`src/rtl/modport_ram.sv`:
```
// ============================================================================
// Module   : modport_ram
// Purpose  : Simple dual-port RAM, one clock, registered read, clearable.
//            Optional MODPORT_RAM_WR_FWD_EN selects write-first on collision.
// Revision : 1.0 - initial release
// ============================================================================
`default_nettype none

module modport_ram #(
  parameter int DEPTH  = 16,
  parameter int DWIDTH = 8,
  parameter int AWIDTH = $clog2(DEPTH)
) (
  input  logic              clk,
  input  logic              rst,
  input  logic              wr_enbl,
  input  logic [AWIDTH-1:0] wr_addr,
  input  logic [DWIDTH-1:0] wr_data,
  input  logic              rd_enbl,
  input  logic [AWIDTH-1:0] rd_addr,
  output logic [DWIDTH-1:0] rd_data
);

  localparam logic [AWIDTH:0] c_DEPTH = DEPTH[AWIDTH:0];

  logic [DWIDTH-1:0] r_mem [DEPTH];
  logic [DWIDTH-1:0] r_rd_data;
  logic              w_wr_ok;
  logic              w_rd_ok;
  logic              w_collide;
  logic [DWIDTH-1:0] w_rd_word;

  // Out-of-range addresses only exist when DEPTH is not a power of two.
  assign w_wr_ok   = wr_enbl && ({1'b0, wr_addr} < c_DEPTH);
  assign w_rd_ok   = {1'b0, rd_addr} < c_DEPTH;
  assign w_collide = w_wr_ok && (wr_addr == rd_addr);

  always_comb begin
    w_rd_word = '0;
    if (w_rd_ok) begin
`ifdef MODPORT_RAM_WR_FWD_EN
      w_rd_word = w_collide ? wr_data : r_mem[rd_addr];
`else
      w_rd_word = r_mem[rd_addr];
`endif
    end
  end

  always_ff @(posedge clk) begin
    if (rst) begin
      for (int i = 0; i < DEPTH; i++) begin
        r_mem[i] <= '0;
      end
    end else if (w_wr_ok) begin
      r_mem[wr_addr] <= wr_data;
    end
  end

  always_ff @(posedge clk) begin
    if (rst) begin
      r_rd_data <= '0;
    end else if (rd_enbl) begin
      r_rd_data <= w_rd_word;
    end
  end

  assign rd_data = r_rd_data;

endmodule

`default_nettype wire

```
`config.mk`:
```
export PLATFORM = sky130hd
export DESIGN_NAME = modport_ram
export DESIGN_NICKNAME = d
export VERILOG_FILES = /design/src/rtl/modport_ram.sv
export SDC_FILE = /design/constraint.sdc
export NUM_CORES = 1
export LEC_CHECK = 0
export BUFFER_PORTS_ARGS = -buffer_cell sky130_fd_sc_hd__buf_2
export CAP_MARGIN = 10
export CORE_MARGIN = 5
export CORE_UTILIZATION = 65
export DETAILED_ROUTE_END_ITERATION = 16
export GPL_TIMING_DRIVEN = 1
export PLACE_DENSITY = 0.95
export SYNTH_ARGS = -nofsm -noshare
export SYNTH_HDL_FRONTEND = slang
export SYNTH_SLANG_ARGS = --single-unit
```
`constraint.sdc`:
```
create_clock -name clk -period 2.1 [get_ports clk]
set_input_delay 0.105 -clock clk [delete_from_list [all_inputs] [get_ports clk]]
set_output_delay 0.105 -clock clk [all_outputs]
set_load 0.02 [all_outputs]
```
### Word level (Yosys, flattened, before mapping)

Memory sizes are Yosys's and may differ from the RTL's. A register that Yosys moved wholly into a read port is not among the register bits.
Cells that the tools add are included.

* memories: 1
* memory bits (writable): 128
* bits in registers: 0

* reductions and logical operators: 1
* muxes and demuxes: 8

Memories
* r_mem: words 16, width 8, read ports 1, clocked after Yosys merged registers in 1, write ports 16, RTL line 26 `logic [DWIDTH-1:0] r_mem [DEPTH];`

Operators with widths (count)
* $mux W8: 1
* $reduce_or A8 Y1: 1
* $mux W1: 6
* $mux W4: 1

### Logic depth before layout (Yosys ltp)

* depth after elaboration: 5
* depth in mapped cells: 6
* gate-level depth less buffers: 4

### Least setup slack after synthesis

No wires, ideal clock.

* path type: input port to flip-flop
* start point: in wr_addr[1]
* end point: mem r_mem[8][0] (enable)
* arrival: 1.014 ns
* required time: 1.771 ns
* stages: 4
* path slack: 0.757 ns
* cell sequence: nor3b_1 > nand2b_1 > nor2_1 > or2_1

RTL lines
* from (decl): RTL line 17 `input logic [AWIDTH-1:0] wr_addr,`
* to (decl): RTL line 26

==> flow_metrics.env <==
export IMPL_syn_area_per_cell_um2=13.2
export IMPL_syn_area_mm2=0.00624
export IMPL_die_w_um=108
export IMPL_clkTransAtPathRegs_ns=0.06
export IMPL_synth_distinct_cells=23
export IMPL_period_minus_slack_ns=1.34
export IMPL_cts_tree="yes"
export IMPL_vias_per_cell=6.10
export IMPL_seq_area_frac_synth=0.642
export IMPL_synth_mux_area_frac=0.103
export IMPL_num_io_pins=28
export IMPL_syn_to_final_growth_pct=14.8
export IMPL_antenna_left=0
export IMPL_htreeDepth=4
export IMPL_synth_warnings=0
export IMPL_synthesis_nets=491
export IMPL_dp_hpwl_um=9260
export IMPL_cts_sinks=136
export IMPL_leakage_nw=2.78
export IMPL_yosys_register_bits=136
export IMPL_synthXorXnorAreaFrac=0
export IMPL_clock_latency_ns=0.52
export IMPL_fin_crit_sh=0.640
export IMPL_synth_compound_area_frac=0.0353
export IMPL_slew_violations=0
export IMPL_start_kind="input pin"
export IMPL_die_area_mm2=0.0117
export IMPL_core_mm2=0.00928
export IMPL_hold_buffers=1
export IMPL_fin_setup_tns_ns=0
export IMPL_die_h_um=108
export IMPL_cts_root_buf="clkbuf_8"
export IMPL_grt_pass1_wl_um=23100
export IMPL_fmax_ghz=0.744
export IMPL_ys_async_sr_fraction=0
export IMPL_start_util=0.672
export IMPL_crit_chain="buf_2, nor3b_1, nand2b_1, nor3_2, or2_2"
export IMPL_crit_arrival_ns=1.56
export IMPL_post_route_cells_drive_above_1_share=0.161
export IMPL_wirelength_um=14800
export IMPL_relSlewSlack=0.586
export IMPL_crit_type="in2reg"
export IMPL_synth_top_family_by_area="simple AND/OR/NAND/NOR gates"
export IMPL_status="finished clean"
export IMPL_synthSimpleGateAreaFrac=0.201
export IMPL_p_total_mw=6.64
export IMPL_antenna_found_initial=0
export IMPL_max_vdd_ir_drop_mv=0.575
export IMPL_maxCapViolations=0
export IMPL_cts_setup_buffers=0
export IMPL_finalHoldViolations=0
export IMPL_grt_overflow=0
export IMPL_critical_path_slowest_cell="nor3_2"
export IMPL_numCtsBuffers=17
export IMPL_min_delay_path_class="in2reg"
export IMPL_skew_ns=0.00822
export IMPL_critPathCaptureType="flop"
export IMPL_cts_resized=0
export IMPL_grt_max_degree=65
export IMPL_diodes=0
export IMPL_p_per_area_mw_per_mm2=928
export IMPL_drcViolationCount=0
export IMPL_synth_main_ff_cell="edfxtp_1"
export IMPL_gp_congestion=0.893
export IMPL_vias=3979
export IMPL_whs_ns=0.0550
export IMPL_crit_family="simple AND/OR/NAND/NOR gates"
export IMPL_timing_critical_path_buf_inv=1
export IMPL_syn_inst=471
export IMPL_rsz0062_at_grt="false"
export IMPL_wl_per_cell_um=22.7
export IMPL_synth_edf_count=128
export IMPL_dr_pass1_iters=5
export IMPL_path_max_fanout=13
export IMPL_fp_row_count=35
export IMPL_yosys_area_share_adder=0
export IMPL_slowest_delay_ns=0.38
export IMPL_final_nets=530
export IMPL_track_usage=0.273
export IMPL_worst_pin_slew_ns=0.618
export IMPL_critPathRequiredTime_ns=2.31
export IMPL_ctsLongestPathBuffers=2
export IMPL_drt_iter0_drc=451
export IMPL_grt_pass1_vias=4134
export IMPL_setup_violations=0
export IMPL_port_buffer_count=27
==> logic make-up after synthesis <==
group / Yosys count
AOI/OAI and AO/OA: 32
muxes: 64
buffers and inverters: 24
and+or+nand+nor: 215
DFF: 136
==> power breakdown <==
| part | switching [mW] | internal (mW) | total (mW) |
|---|---|---|---|
| Clock | 1.12 | 1.88 | 3.00 |
| Combinational | 0.303 | 0.153 | 0.456 |
| Sequential | 0.0626 | 3.12 | 3.19 |
==> final cells by class <==
cell class | instances | area, µm²
flip-flops and latches | 136 | 4000
fillers | 540 | 2120
multi-input cells | 311 | 2120
clock buffers | 21 | 449
repair buffers | 44 | 280
well taps | 129 | 161
clock inverters | 11 | 148
==> through the flow <==
stage | setup slack, ns | instances | cell area [µm²] | util
2_1_floorplan | 0.757 | 471 | 6240 | -
3_3_place_gp | 0.448 | 619 | 6550 | 0.706
3_5_place_dp | 0.364 | 619 | 6550 | 0.706
4_1_cts | 0.790 | 652 | 7160 | 0.771
5_1_grt | 0.657 | 652 | 7160 | 0.771
6_report | 0.755 | 652 | 7160 | 0.771
==> flip-flops by register name (all words and copies together) (netlist names) <==
register / cells
rd_data: 8
r_mem: 128
==> Yosys cell counts (all sizes together), types with 8 or more instances <==
master,number,area [µm²]
mux2i,64,641
edfxtp,128,3840
nand3,24,120
nand2,18,67.6
nor2,14,52.6
and2,129,807
clkbuf,14,52.6
a21oi,8,40.0
or2,16,100
buf,10,65.1
a22oi,24,180
dfxtp,8,160
==> final timing paths <==
| kind | from | end | slack, ns | depth (start not counted) |
|---|---|---|---|---|
| max | rst | r_mem[0][2]$_SDFFCE_PN0P_ | 0.76 | 5 |
| min | rd_enbl | rd_data[7]$_SDFFE_PP0P_ | 0.05 | 4 |
| max reg2reg | r_mem[12][3]$_SDFFCE_PN0P_ | rd_data[3]$_SDFFE_PP0P_ | 0.91 | 4 |
| min reg2reg | rd_data[7]$_SDFFE_PP0P_ | rd_data[7]$_SDFFE_PP0P_ | 0.45 | 2 |
==> per-layer routing <==
layer,wire [µm],up-vias,GRT usage
met5,0,-,0
met4,535,0,0.115
met3,1420,48,0.0615
met2,7200,246,0.448
met1,5630,1911,0.354
li1,-,1774,-
==> worst min-delay path, stage by stage <==
cell     delay (ns)
buf_2          0.11
nor2_1         0.15
nand2_1        0.10
nand3_1        0.05
==> cells in the final DEF (no fill, tap or decap) <==
| cell type | Yosys | final |
|---|---|---|
| nor2_1 | 14 | 14 |
| nand2b_1 | 3 | 3 |
| clkinv_4 | 0 | 3 |
| buf_4 | 6 | 16 |
| buf_2 | 4 | 26 |
| buf_12 | 0 | 1 |
| nand3_1 | 24 | 24 |
| nor3_2 | 2 | 2 |
| and2_1 | 129 | 129 |
| or2_1 | 8 | 8 |
| clkinvlp_4 | 0 | 1 |
| dfxtp_1 | 8 | 8 |
| nor2b_1 | 2 | 2 |
| nor3b_2 | 1 | 1 |
| a21oi_1 | 8 | 8 |
| clkinv_2 | 0 | 3 |
| a22oi_1 | 24 | 24 |
| nand3b_1 | 1 | 1 |
| clkbuf_8 | 0 | 3 |
| clkbuf_1 | 14 | 2 |
| nor3b_1 | 1 | 1 |
| bufinv_16 | 0 | 3 |
| inv_6 | 0 | 1 |
| nand4bb_1 | 1 | 1 |
| mux2i_1 | 64 | 64 |
| dlygate4sd3_1 | 0 | 1 |
| edfxtp_1 | 128 | 128 |
| nand2_1 | 18 | 18 |
| nand4b_1 | 1 | 1 |
| or2_2 | 8 | 8 |
| clkbuf_16 | 0 | 16 |
| nor3_1 | 2 | 2 |
Power figures use the tool's default switching activity.
